<file path="src/rtl/ps2_scan_decoder_pkg.sv">
// PS/2 scan decoder shared types.
// Prefix codes, event packing and byte classifiers.
package ps2_scan_decoder_pkg;

  localparam logic [7:0] PS2_E0 = 8'hE0;
  localparam logic [7:0] PS2_F0 = 8'hF0;
  localparam int EVT_W = 11;

  typedef enum logic [1:0] {
    S_IDLE,
    S_EXT,
    S_BRK,
    S_EXT_BRK
  } pfx_e;

  typedef struct packed {
    logic       sys;
    logic       brk;
    logic       ext;
    logic [7:0] code;
  } evt_t;

  function automatic logic is_sys(input logic [7:0] b);
    case (b)
      8'hAA, 8'hFA, 8'hEE, 8'hFC,
      8'hFE, 8'h00, 8'hFF: is_sys = 1'b1;
      default:             is_sys = 1'b0;
    endcase
  endfunction

  // start low, stop high, odd parity over data+parity
  function automatic logic frame_ok(input logic [10:0] f);
    frame_ok = !f[0] && f[10] && (^f[9:1]);
  endfunction

endpackage

</file>
<file path="src/rtl/ps2_scan_decoder_if.sv">
// Key-event handshake toward the keyboard-logic stage.
// master = decoder, slave = consumer.
interface ps2_scan_decoder_if;
  logic [7:0] evt_code;
  logic       evt_ext;
  logic       evt_break;
  logic       evt_sys;
  logic       evt_valid;
  logic       evt_ready;

  modport master (
    output evt_code, evt_ext, evt_break,
    output evt_sys, evt_valid,
    input  evt_ready
  );

  modport slave (
    input  evt_code, evt_ext, evt_break,
    input  evt_sys, evt_valid,
    output evt_ready
  );
endinterface

</file>
<file path="src/rtl/ps2_scan_decoder_evt_fifo.sv">
// Synchronous show-ahead event FIFO.
// Push while full is accepted only when a pop frees the slot.
module ps2_evt_fifo #(
  parameter int DEPTH = 8,
  parameter int EVT_W = 11
) (
  input  logic                   clk,
  input  logic                   rst_n,
  input  logic                   push,
  input  logic [EVT_W-1:0]       din,
  input  logic                   pop,
  output logic [EVT_W-1:0]       dout,
  output logic                   full,
  output logic                   empty,
  output logic [$clog2(DEPTH):0] count
);
  localparam int AW = $clog2(DEPTH);

  logic [EVT_W-1:0] mem [DEPTH];
  logic [AW-1:0]    wr_ptr;
  logic [AW-1:0]    rd_ptr;
  logic             do_push;
  logic             do_pop;

  assign full    = count == (AW+1)'(DEPTH);
  assign empty   = count == '0;
  assign do_pop  = pop && !empty;
  assign do_push = push && (!full || do_pop);
  assign dout    = mem[rd_ptr];

  always_ff @(posedge clk or negedge rst_n) begin
    if (!rst_n) begin
      wr_ptr <= '0;
      rd_ptr <= '0;
      count  <= '0;
      for (int i = 0; i < DEPTH; i++)
        mem[i] <= '0;
    end else begin
      if (do_push) begin
        mem[wr_ptr] <= din;
        wr_ptr      <= wr_ptr + AW'(1);
      end
      if (do_pop)
        rd_ptr <= rd_ptr + AW'(1);
      count <= count + (AW+1)'(do_push)
                     - (AW+1)'(do_pop);
    end
  end

endmodule

</file>
<file path="src/rtl/ps2_scan_decoder.sv">
// PS/2 frame checker and E0/F0 prefix folder.
// Queues key events and throttles the receiver when full.
module ps2_scan_decoder
  import ps2_scan_decoder_pkg::*;
#(
  parameter int DEPTH       = 8,
  parameter int TIMEOUT_CYC = 100000
) (
  input  logic                   clk,
  input  logic                   rst_n,
  input  logic [10:0]            frame,
  input  logic                   frame_tick,
  output logic                   rx_en,
  ps2_scan_decoder_if.master     evt,
  output logic                   frame_err,
  output logic                   seq_err,
  output logic                   overflow
);
  localparam int CW = $clog2(DEPTH) + 1;
  localparam int TW = $clog2(TIMEOUT_CYC + 1);
  localparam logic [TW-1:0] TLAST = TW'(TIMEOUT_CYC - 1);

  pfx_e          state;
  pfx_e          state_nxt;
  logic [TW-1:0] tcnt;
  logic          good;
  logic [7:0]    b;
  logic          e0;
  logic          f0;
  logic          push;
  logic          pop;
  logic          serr_nxt;
  evt_t          ev;
  evt_t          head;
  logic          full;
  logic          empty;
  logic [CW-1:0] count;
  logic [CW-1:0] cnt_nxt;

  assign good = frame_ok(frame);
  assign b    = frame[8:1];
  assign e0   = b == PS2_E0;
  assign f0   = b == PS2_F0;
  assign pop  = evt.evt_valid && evt.evt_ready;

  always_comb begin
    state_nxt = state;
    push      = 1'b0;
    serr_nxt  = 1'b0;
    ev        = '0;
    ev.code   = b;
    if (frame_tick && !good) begin
      state_nxt = S_IDLE;
    end else if (frame_tick) begin
      unique case (state)
        S_IDLE:
          unique case (1'b1)
            e0:      state_nxt = S_EXT;
            f0:      state_nxt = S_BRK;
            default: begin
              push   = 1'b1;
              ev.sys = is_sys(b);
            end
          endcase
        S_EXT:
          unique case (1'b1)
            f0:      state_nxt = S_EXT_BRK;
            e0:      serr_nxt  = 1'b1;
            default: begin
              push      = 1'b1;
              ev.ext    = 1'b1;
              state_nxt = S_IDLE;
            end
          endcase
        S_BRK, S_EXT_BRK: begin
          state_nxt = S_IDLE;
          unique case (1'b1)
            (e0 || f0): serr_nxt = 1'b1;
            default: begin
              push   = 1'b1;
              ev.brk = 1'b1;
              ev.ext = state == S_EXT_BRK;
            end
          endcase
        end
      endcase
    end else if (state != S_IDLE && tcnt == TLAST) begin
      // stale prefix: forget it without flagging
      state_nxt = S_IDLE;
    end
  end

  assign cnt_nxt = count
                 + CW'(push && (!full || pop))
                 - CW'(pop);

  always_ff @(posedge clk or negedge rst_n) begin
    if (!rst_n) begin
      state     <= S_IDLE;
      tcnt      <= '0;
      frame_err <= 1'b0;
      seq_err   <= 1'b0;
      overflow  <= 1'b0;
      rx_en     <= 1'b1;
    end else begin
      state     <= state_nxt;
      if (state_nxt == S_IDLE || (frame_tick && good))
        tcnt <= '0;
      else
        tcnt <= tcnt + TW'(1);
      frame_err <= frame_tick && !good;
      seq_err   <= serr_nxt;
      overflow  <= overflow || (push && full && !pop);
      rx_en     <= cnt_nxt != CW'(DEPTH);
    end
  end

  ps2_evt_fifo #(
    .DEPTH (DEPTH),
    .EVT_W (EVT_W)
  ) u_fifo (
    .clk   (clk),
    .rst_n (rst_n),
    .push  (push),
    .din   (ev),
    .pop   (pop),
    .dout  (head),
    .full  (full),
    .empty (empty),
    .count (count)
  );

  assign evt.evt_code  = head.code;
  assign evt.evt_ext   = head.ext;
  assign evt.evt_break = head.brk;
  assign evt.evt_sys   = head.sys;
  assign evt.evt_valid = !empty;

endmodule

</file>
<file path="src/flat_wrapper.sv">
// flat-port wrapper written by rule: the top's interface ports become plain ports
module ps2_scan_decoder_flat import ps2_scan_decoder_pkg::*;
#(
  parameter int DEPTH       = 8,
  parameter int TIMEOUT_CYC = 100000
)
  (clk, rst_n, frame, frame_tick, rx_en, frame_err, seq_err, overflow, evt_evt_code, evt_evt_ext, evt_evt_break, evt_evt_sys, evt_evt_valid, evt_evt_ready);
  ps2_scan_decoder_if evt_i ();
  input  logic clk;
  input  logic rst_n;
  input  logic [10:0] frame;
  input  logic frame_tick;
  output logic rx_en;
  output logic frame_err;
  output logic seq_err;
  output logic overflow;
  output wire logic [$bits(evt_i.evt_code)-1:0] evt_evt_code;
  output wire logic [$bits(evt_i.evt_ext)-1:0] evt_evt_ext;
  output wire logic [$bits(evt_i.evt_break)-1:0] evt_evt_break;
  output wire logic [$bits(evt_i.evt_sys)-1:0] evt_evt_sys;
  output wire logic [$bits(evt_i.evt_valid)-1:0] evt_evt_valid;
  input wire logic [$bits(evt_i.evt_ready)-1:0] evt_evt_ready;
  assign evt_evt_code = evt_i.evt_code;
  assign evt_evt_ext = evt_i.evt_ext;
  assign evt_evt_break = evt_i.evt_break;
  assign evt_evt_sys = evt_i.evt_sys;
  assign evt_evt_valid = evt_i.evt_valid;
  assign evt_i.evt_ready = evt_evt_ready;
  ps2_scan_decoder #(.DEPTH(DEPTH), .TIMEOUT_CYC(TIMEOUT_CYC)) u_core (.clk(clk), .rst_n(rst_n), .frame(frame), .frame_tick(frame_tick), .rx_en(rx_en), .evt(evt_i), .frame_err(frame_err), .seq_err(seq_err), .overflow(overflow));
endmodule
</file>
<file path="config.mk">
export PLATFORM = sky130hd
export DESIGN_NAME = ps2_scan_decoder_flat
export DESIGN_NICKNAME = d
export VERILOG_FILES = /design/src/rtl/ps2_scan_decoder_pkg.sv /design/src/rtl/ps2_scan_decoder_if.sv /design/src/rtl/ps2_scan_decoder_evt_fifo.sv /design/src/rtl/ps2_scan_decoder.sv /design/src/flat_wrapper.sv
export SDC_FILE = /design/constraint.sdc
export NUM_CORES = 1
export LEC_CHECK = 0
export CELL_PAD_IN_SITES_DETAIL_PLACEMENT = 1
export CELL_PAD_IN_SITES_GLOBAL_PLACEMENT = 2
export CORE_ASPECT_RATIO = 1.1
export CORE_UTILIZATION = 43
export DETAILED_ROUTE_END_ITERATION = 7
export GPL_TIMING_DRIVEN = 0
export PLACE_DENSITY_LB_ADDON = 0.1
export SLEW_MARGIN = 20
export SYNTH_ARGS = -nofsm -noshare
export SYNTH_HDL_FRONTEND = slang
export SYNTH_HIERARCHICAL = 1
export SYNTH_SLANG_ARGS = --single-unit
</file>
<file path="constraint.sdc">
create_clock -name clk -period 3.3 [get_ports clk]
set_input_delay 0.33 -clock clk [delete_from_list [all_inputs] [get_ports clk]]
set_output_delay 0.33 -clock clk [all_outputs]
set_load 0.05 [all_outputs]
</file>
==> results.sh <==
export IMPL_critical_path_class="flip-flop to output pin"
export IMPL_drc=0
export IMPL_dp_worst_setup_slack_ns=-0.708
export IMPL_route_antenna_remaining_nets=0
export IMPL_power_density_nw_per_um2=767
export IMPL_start_kind="flip-flop"
export IMPL_ir_drop_mv=0.325
export IMPL_finalCriticalPeriod_ns=3.12
export IMPL_dieHeight_um=128
export IMPL_die_w_um=117
export IMPL_clock_sinks=121
export IMPL_worstPathMaxFanout=10
export IMPL_num_vias=3782
export IMPL_clock_skew_ns=0.00611
export IMPL_holdWs_ns=0.333
export IMPL_grt_pass1_vias=4171
export IMPL_cts_buffers=17
export IMPL_async_flop_share=1.00
export IMPL_routabilityCongestion=0.759
export IMPL_final_common_cell="dfrtp_1"
export IMPL_rows=45
export IMPL_yosysWarnings=6
export IMPL_initial_core_util=0.446
export IMPL_grt_antenna_before_repair=0
export IMPL_htreeDepth=4
export IMPL_worst_slew_pin_slew_ns=0.844
export IMPL_via_per_inst=5.37
export IMPL_design_die_area_um2=15000
export IMPL_slew_viol_final=0
export IMPL_ctsRootBufferMaster="clkbuf_16"
export IMPL_endpoint_kind="output pin"
export IMPL_layout_drive_gt1_share=0.378
export IMPL_status="finished clean"
export IMPL_ys_seq_area_frac=0.486
export IMPL_rsz0062_at_grt="no"
export IMPL_dp_hpwl_um=9020
export IMPL_slew_limit_headroom=0.438
export IMPL_wl_um=13500
export IMPL_wl_per_cell_um=19.2
export IMPL_syn_area_um2=6230
export IMPL_clkSlewWorstSetupHoldPaths_ns=0.05
export IMPL_core_um2=14000
export IMPL_setup_viol=0
export IMPL_grt_pass1_wl_um=22500
export IMPL_synth_distinct_cells=54
export IMPL_synth_edff_count=0
export IMPL_nets=547
export IMPL_drt_pre_antenna_iters=6
export IMPL_maxCapViolCount=0
export IMPL_p_leak_nw=3.41
export IMPL_clkLatencyLatePin_ns=0.41
export IMPL_grt_start_max_net_pins=68
export IMPL_syn_avg_cell_area_um2=13.8
export IMPL_track_usage=0.207
export IMPL_critPathRequiredTime_ns=2.97
export IMPL_fin_area_um2=7360
export IMPL_io_pins=31
export IMPL_hp_class="input pin to flip-flop"
export IMPL_yosys_most_used_dff="dfrtp_1"
export IMPL_port_buffers=30
export IMPL_setup_ws_ns=0.179
export IMPL_cts_tree="done"
export IMPL_num_fill_cells=1452
export IMPL_area_growth_pct=18.1
export IMPL_final_setup_tns_ns=0
export IMPL_clockBufferDepth=2
export IMPL_post_route_util=0.527
export IMPL_syn_nets=495
export IMPL_place_area_um2=6790
export IMPL_hold_viol=0
export IMPL_worst_ep_arrival_time_ns=2.79
export IMPL_synth_seq_cells=121
export IMPL_synthCells=453
export IMPL_drt_initial_drc_count=183
export IMPL_period_share=0.946
export IMPL_grt_overflow=0
export IMPL_mostFrequentLayoutCells="dfrtp_1 (120), mux2_2 (89), inv_1 (31)"
export IMPL_max_freq_mhz=320
export IMPL_num_antenna_cells=0
[metal layers]
metal,track usage,routed length [um],vias to the layer above
li1,-,-,1735
met1,0.265,6180,1995
met2,0.342,6910,41
met3,0.0402,294,11
met4,0.0827,160,0
met5,0,0,-
[per-stage QoR]
stage                     instances  power (W)
after floorplan                 453    0.00342
after global placement          671    0.00389
after detailed placement        672    0.00397
after CTS                       703    0.00571
after global routing            704    0.00595
final                           704    0.00564
[final timing paths]
kind	slack, ns	start	cells past startpoint	end
worst max-delay path	0.18	u_core/u_fifo/rd_ptr[0]	5	evt_evt_ext
worst min-delay path	0.33	frame[3]	2	u_core/u_fifo/mem[57]
worst max register to register	0.30	u_core/u_fifo/count[2]	13	u_core/u_fifo/count[1]
worst min register to register	0.50	u_core/u_fifo/mem[40]	1	u_core/u_fifo/mem[40]
max in group asynchronous	2.11	rst_n	3	u_core/u_fifo/count[0]
min in group asynchronous	0.47	rst_n	2	u_core/u_fifo/mem[7]
[cell families (layout without fill, tap and decap cells)]
logic type | Yosys count | count (layout) | synth area share
AND/OR/NAND/NOR | 74 | 74 | 0.0681
flip-flops | 121 | 121 | 0.486
multiplexers | 123 | 123 | 0.269
XOR/XNOR | 24 | 24 | 0.0360
adder cells (fa/ha/maj) | 27 | 27 | 0.0566
buffers and inverters | 51 | 114 | 0.0420
AO/OA/AOI/OAI | 33 | 33 | 0.0418
[flip-flops by register name (all words and copies together) (netlist names)]
name                  count
u_core/u_fifo/mem        88
u_core/tcnt              17
u_core/u_fifo/count       4
u_core/u_fifo/rd_ptr      3
u_core/u_fifo/wr_ptr      3
u_core/state              2
u_core/frame_err          1
u_core/overflow           1
u_core/rx_en              1
u_core/seq_err            1
[synthesized netlist by cell type (all sizes together) (2+ instances only)]
cell type | count | area share
fa | 2 | 0.0064
nand2b | 3 | 0.0034
nand4 | 6 | 0.0070
buf | 15 | 0.019
o211ai | 5 | 0.0076
ha | 25 | 0.050
o21bai | 2 | 0.0024
clkbuf | 3 | 0.0018
a211oi | 2 | 0.0040
nor2 | 18 | 0.011
nor4 | 3 | 0.0030
xor2 | 9 | 0.013
or3 | 5 | 0.0058
o21ai | 6 | 0.0054
or3b | 2 | 0.0028
and4 | 4 | 0.0058
a21o | 2 | 0.0024
nand3 | 15 | 0.012
dfrtp | 120 | 0.48
nand2 | 6 | 0.0036
a21oi | 10 | 0.0086
nor2b | 3 | 0.0030
xnor2 | 14 | 0.020
mux2 | 101 | 0.19
nor3 | 3 | 0.0024
mux4 | 22 | 0.080
inv | 33 | 0.021
nand4b | 2 | 0.0028
[where the power goes]
group	switching (W)	total [W]	internal, W
Clock	0.000640	0.00170	0.00106
Combinational	0.000974	0.00191	0.000932
Sequential	0.000221	0.00203	0.00181
[worst max-delay path, stage by stage, from the launching register on]
cell and delay, ns:
dfrtp_1 0.34, buf_2 0.22, buf_4 0.30, mux4_2 0.55, mux2_2 0.28, clkdlybuf4s50_1 0.70
[area by class of cell]
| class | count | area (um^2) | share of cell area |
|---|---|---|---|
| inverter | 33 | 129 | 0.0175 |
| clock buffer | 23 | 508 | 0.0690 |
| tap | 188 | 235 | 0.0320 |
| clock inverter | 7 | 42.5 | 0.00578 |
| timing repair buffer | 33 | 325 | 0.0442 |
| sequential | 121 | 3030 | 0.412 |
| buffer | 18 | 140 | 0.0190 |
| multi-input combinational | 281 | 2950 | 0.401 |
[timing repair]
item	in CTS	in global routing
resized for setup	11	13
pin swaps	0	1
hold endpoints to repair	53	0
buffers inserted	0	1
cloned	0	0
endpoints found under the setup margin	78	84
hold buffers	1	0
Power figures use the tool's default switching activity.
